==> src/rtl/multicycle_seq_pkg.sv <==
// Shared encodings for the microRISC multi-cycle sequencer: states, opcodes,
// PC-source and write-back selects.
package multicycle_seq_pkg;

  typedef enum logic [2:0] {
    StIdle   = 3'd0,
    StFetch  = 3'd1,
    StDecode = 3'd2,
    StExec   = 3'd3,
    StMem    = 3'd4,
    StWb     = 3'd5,
    StTrap   = 3'd6
  } state_e;

  localparam logic [3:0] OpR    = 4'h0;
  localparam logic [3:0] OpAddi = 4'h1;
  localparam logic [3:0] OpLw   = 4'h2;
  localparam logic [3:0] OpSw   = 4'h3;
  localparam logic [3:0] OpBeq  = 4'h4;
  localparam logic [3:0] OpBne  = 4'h5;
  localparam logic [3:0] OpJ    = 4'h6;
  localparam logic [3:0] OpJal  = 4'h7;
  localparam logic [3:0] OpJr   = 4'h8;

  localparam logic [1:0] PcSrcInc    = 2'd0;
  localparam logic [1:0] PcSrcBranch = 2'd1;
  localparam logic [1:0] PcSrcJump   = 2'd2;
  localparam logic [1:0] PcSrcRs     = 2'd3;

  localparam logic [1:0] WbSelAlu  = 2'd0;
  localparam logic [1:0] WbSelMem  = 2'd1;
  localparam logic [1:0] WbSelLink = 2'd2;

endpackage

==> src/rtl/multicycle_seq.sv <==
// Multi-cycle FETCH/DECODE/EXEC/MEM/WB sequencer with memory handshake timeout,
// sticky error flags and a retired-instruction counter.
module multicycle_seq
  import multicycle_seq_pkg::*;
#(
  parameter int unsigned MEM_TIMEOUT = 15,
  parameter int unsigned CNT_W       = 16
) (
  input  logic             clk,
  input  logic             rst,
  input  logic             run,
  input  logic             halt_req,
  input  logic [3:0]       opcode,
  input  logic             cond_true,
  input  logic             mem_ready,
  output logic             mem_req,
  output logic             mem_we,
  output logic             addr_sel,
  output logic             ir_we,
  output logic             pc_we,
  output logic [1:0]       pc_src,
  output logic             reg_we,
  output logic [1:0]       wb_sel,
  output logic [2:0]       state,
  output logic             retire,
  output logic [CNT_W-1:0] retired_cnt,
  output logic             illegal,
  output logic             bus_err
);

  localparam int unsigned TmoW = $clog2(MEM_TIMEOUT + 1);

  state_e          state_q, state_d;
  logic [3:0]      op_q;
  logic [TmoW-1:0] tmo_q, tmo_d;
  logic            tmo_last;
  logic            done;
  logic            set_illegal, set_bus_err;

  assign state    = state_q;
  assign tmo_last = (tmo_q == TmoW'(MEM_TIMEOUT - 1));

  always_comb begin
    state_d     = state_q;
    tmo_d       = '0;
    done        = 1'b0;
    set_illegal = 1'b0;
    set_bus_err = 1'b0;
    mem_req     = 1'b0;
    mem_we      = 1'b0;
    addr_sel    = 1'b0;
    ir_we       = 1'b0;
    pc_we       = 1'b0;
    pc_src      = PcSrcInc;
    reg_we      = 1'b0;
    wb_sel      = WbSelAlu;
    retire      = 1'b0;

    case (state_q)
      StIdle: if (run) state_d = StFetch;
      StFetch: begin
        mem_req = 1'b1;
        if (mem_ready) begin
          ir_we   = 1'b1;
          pc_we   = 1'b1;
          state_d = StDecode;
        end else if (tmo_last) begin
          state_d     = StTrap;
          set_bus_err = 1'b1;
        end else begin
          tmo_d = tmo_q + TmoW'(1);
        end
      end
      StDecode: begin
        case (opcode)
          OpJ: begin
            pc_we  = 1'b1;
            pc_src = PcSrcJump;
            done   = 1'b1;
          end
          OpJal: begin
            pc_we  = 1'b1;
            pc_src = PcSrcJump;
            reg_we = 1'b1;
            wb_sel = WbSelLink;
            done   = 1'b1;
          end
          OpJr: begin
            pc_we  = 1'b1;
            pc_src = PcSrcRs;
            done   = 1'b1;
          end
          OpR, OpAddi, OpLw, OpSw, OpBeq, OpBne: state_d = StExec;
          default: begin
            state_d     = StTrap;
            set_illegal = 1'b1;
          end
        endcase
      end
      StExec: begin
        case (op_q)
          OpBeq, OpBne: begin
            pc_we  = cond_true;
            pc_src = PcSrcBranch;
            done   = 1'b1;
          end
          OpLw, OpSw: state_d = StMem;
          default:    state_d = StWb;
        endcase
      end
      StMem: begin
        mem_req  = 1'b1;
        addr_sel = 1'b1;
        mem_we   = (op_q == OpSw);
        if (mem_ready) begin
          if (op_q == OpLw) state_d = StWb;
          else              done    = 1'b1;
        end else if (tmo_last) begin
          state_d     = StTrap;
          set_bus_err = 1'b1;
        end else begin
          tmo_d = tmo_q + TmoW'(1);
        end
      end
      StWb: begin
        reg_we = 1'b1;
        wb_sel = (op_q == OpLw) ? WbSelMem : WbSelAlu;
        done   = 1'b1;
      end
      StTrap:  state_d = StTrap;
      default: state_d = StIdle;
    endcase

    // Instruction boundary: retire and decide whether to keep running.
    if (done) begin
      retire  = 1'b1;
      state_d = (halt_req || !run) ? StIdle : StFetch;
    end
  end

  always_ff @(posedge clk) begin
    if (rst) begin
      state_q     <= StIdle;
      op_q        <= '0;
      tmo_q       <= '0;
      retired_cnt <= '0;
      illegal     <= 1'b0;
      bus_err     <= 1'b0;
    end else begin
      state_q <= state_d;
      tmo_q   <= tmo_d;
      if (state_q == StDecode) op_q <= opcode;
      if (retire)              retired_cnt <= retired_cnt + CNT_W'(1);
      if (set_illegal)         illegal <= 1'b1;
      if (set_bus_err)         bus_err <= 1'b1;
    end
  end

endmodule

==> config.mk <==
export PLATFORM = sky130hd
export DESIGN_NAME = multicycle_seq
export DESIGN_NICKNAME = d
export VERILOG_FILES = /design/src/rtl/multicycle_seq_pkg.sv /design/src/rtl/multicycle_seq.sv
export SDC_FILE = /design/constraint.sdc
export NUM_CORES = 1
export LEC_CHECK = 0
export BUFFER_PORTS_ARGS = -buffer_cell sky130_fd_sc_hd__buf_2
export CORE_ASPECT_RATIO = 0.9
export CORE_UTILIZATION = 45
export CTS_BUF_LIST = sky130_fd_sc_hd__clkbuf_16
export DETAILED_ROUTE_END_ITERATION = 7
export PLACE_DENSITY = 0.69
export SETUP_SLACK_MARGIN = 0.2
export SYNTH_ARGS = -nofsm -noshare
export SYNTH_HDL_FRONTEND = slang
export SYNTH_SLANG_ARGS = --single-unit
==> constraint.sdc <==
create_clock -name clk -period 2.6 [get_ports clk]
set_input_delay 0.13 -clock clk [delete_from_list [all_inputs] [get_ports clk]]
set_output_delay 0.13 -clock clk [all_outputs]
set_load 0.02 [all_outputs]
==> impl_metrics.toml <==
[critical_path]
slowest_stage = "or4b_1"
r2r_start = "state[0]"
critPathMaxStageDelay_ps = 590
arrival_ps = 2160
crit_required_ps = 2470
worstPathCellList = "or4b_1 > and3_1 > o31ai_2 > buf_4 > inv_1 > buf_2"
r2r_setup_slack_ps = 480
reg2regPathDepth = 5
cp-start-kind = "register"
path_class = "register to output port"
crit_fanout = 10
r2r_end = "retired_cnt[15]"
end_kind = "output port"

[die]
fp.coreArea_sq_um = 3480
io_pins = 42
initial_core_util_pct = 48.3
die_width_um = 66.4
die_y_um = 60.0
row_count = 20
die-area_sq_um = 3980

[power]
p_leak_uw = 0.000859
power_switching_uw = 433
ir_drop_mv = 0.536
p_int_uw = 951
switching_share_pct = 31.3
p_comb_share_pct = 24.0
seqPwrFrac_pct = 37.7
power.total_uw = 1380
pwr_density_cell_nw_per_um2 = 675
clockPowerShare_pct = 38.3

[sta]
skew_ps = 3.99
period_minus_slack_ps = 2290
slew_headroom_pct = 62.7
setup_tns_ps = 0
finalSetupViolCount = 0
rsz0062_at_grt = "no"
worstMarginPinSlew_ps = 558
maxSlewViolCount = 0
hold_violations = 0
max_clock_freq_mhz = 436
fin_crit_sh_pct = 88.2

[global_routing]
grt-ovfl-total = 0
grt_pass1_vias = 1416
antenna_found_initial = 0
grt_max_degree = 27
grt_use_total_pct = 21.1
grt_pass1_wl_um = 6150

[cells_and_area]
fin_nets = 254
design_area_sq_um = 2050
drive_gt1_share_pct = 26.7
antenna-diode-count = 0
area_growth_pct = 22.0

[synthesis]
ys_seq_area_share_pct = 34.6
synth-main-ff-cell = "dfxtp_1"
synth_edf_count = 0
syn_nets = 212
yosys_warnings = 0
syn_area_sq_um = 1680
syn_inst = 197
yosysUniqueCellTypes = 50
syn_avg_cell_area_sq_um = 8.52
synthArstFlopShare_pct = 0
ys_ff_latch = 29

[detailed_routing]
drt-initial-drc-count = 62
vias = 1572
routed_wl_um = 3680
drtAntennaViolNets = 0
drt-vias-per-instance = 5.54
drc = 0
wire_per_inst_um = 13.0
dr.pass1.iters = 4

[job]
max_cap_viol_count = 0

[place]
place.gp.congestion = 0.766
portBuffers = 41
hpwlAfterDp_um = 2720
placed_area_sq_um = 1910

[cts]
htreeDepth = 2
clockBufferDepth = 2
cts_setup_buffers = 0
cts.clk_slew.worst_paths_ps = 50
numClockSinks = 29
tritoncts = "built"
cts_made_buffers = 5
cts-root-buf = "clkbuf_16"
insertion_delay_ps = 270

[status]
status = "completed"

[hold_path]
hold_path_depth = 3
holdPathEnd = "op_q[1]"
min_path_type = "input pin to register"
hp-start = "opcode[1]"
==> cells in the mapped netlist (5+ instances only) <==
cell type / number / share of area [%]
ha_1: 5 / 3.7
o21ai_0: 12 / 3.6
nor2_1: 21 / 4.7
inv_1: 9 / 2.0
nand2_1: 7 / 1.6
or3_1: 13 / 4.8
and2_1: 5 / 1.9
mux2i_1: 5 / 3.0
a21oi_1: 16 / 4.8
nand4_1: 5 / 1.9
dfxtp_1: 29 / 35
and3_1: 5 / 1.9
==> worst max-delay path by stage <==
stage                         from         endpoint  slack, ps
after floorplan           state[0]   retired_cnt[3]        510
after global placement    state[2]   retired_cnt[9]        370
after detailed placement  state[2]  retired_cnt[15]        350
after CTS                 state[2]           retire        280
after global routing      state[0]           retire        200
final                      op_q[3]           retire        310
==> routing by layer <==
| layer | vias up | part of all wire (%) | GRT usage (%) |
|---|---|---|---|
| met1 | 728 | 49 | 25.3 |
| met2 | 35 | 44 | 33.7 |
| li1 | 804 | - | - |
| met5 | - | 0 | 0 |
| met3 | 5 | 4.6 | 8.21 |
| met4 | 0 | 1.5 | 9.12 |
==> cells by family after synthesis <==
group | Yosys count | share of synthesized area [%]
XOR/XNOR | 4 | 2.09
multiplexers | 5 | 2.98
AO/OA/AOI/OAI | 51 | 21.4
buffers and inverters | 19 | 5.59
AND/OR/NAND/NOR | 84 | 29.7
flip-flops | 29 | 34.6
adder cells (fa/ha/maj) | 5 | 3.73
==> layout make-up <==
type / count / area [sq um]
inverters: 9 / 33.8
fillers: 323 / 1430
multi-input cells: 149 / 1000
well taps: 44 / 55.1
flip-flops and latches: 29 / 582
clock buffers: 5 / 125
repair buffers: 45 / 235
clock inverters: 3 / 12.5
==> power by group through the flow <==
stage | combinational (uW) | clock (uW) | sequential (uW)
4_1_cts | 332 | 545 | 520
6_report | 332 | 530 | 522
2_1_floorplan | 265 | 0 | 510
3_3_place_gp | 332 | 0 | 527
3_5_place_dp | 330 | 0 | 529
5_1_grt | 366 | 561 | 528
==> state kept, by name (all words and copies together) (netlist names) <==
name and cells:
bus_err 1, illegal 1, op_q 4, retired_cnt 16, state 3, tmo_q 4
==> cells in the final DEF, fill, tap and decap left out, types with 2 or more instances in the layout <==
master | Yosys | final
mux2i_1 | 5 | 5
o21ai_0 | 12 | 12
a21oi_1 | 16 | 16
or2_2 | 2 | 2
a31oi_1 | 4 | 4
xor2_1 | 3 | 3
nor3_1 | 4 | 4
ha_1 | 5 | 5
and4_1 | 2 | 2
dfxtp_1 | 29 | 28
nor2_1 | 21 | 21
nand3_1 | 4 | 4
clkinv_1 | 0 | 2
o31ai_1 | 2 | 2
or4_1 | 2 | 2
and3_1 | 5 | 5
o21ai_1 | 3 | 3
clkbuf_16 | 0 | 5
and2_1 | 5 | 5
nand4_1 | 5 | 5
nor2b_1 | 4 | 4
buf_4 | 1 | 4
or3_1 | 13 | 13
inv_1 | 9 | 9
o21a_1 | 2 | 2
buf_2 | 3 | 41
nor3b_1 | 2 | 2
nand2_1 | 7 | 7
==> through the flow <==
stage               hold slack, ps  utilization (%)  std cells  worst slack [ps]
floorplan                      277                -        197               508
global placement               413             54.9        276               374
detailed placement             417             54.9        276               349
CTS                            134             58.8        284               281
global route                   162             58.9        284               201
finish                         137             58.9        284               306
==> critical path, delay by kind of cell (launching register included) <==
| kind | cells | cell delay (ps) |
|---|---|---|
| compound gates | 1 | 260 |
| buf+inv | 3 | 410 |
| flops | 1 | 330 |
| simple gates | 2 | 890 |
==> what timing repair did <==
| item | CTS | global route |
|---|---|---|
| hold buffers | 0 | 0 |
| gates resized for setup | 0 | 1 |
| setup endpoints to repair | 0 | 1 |
Power figures use the tool's default switching activity.
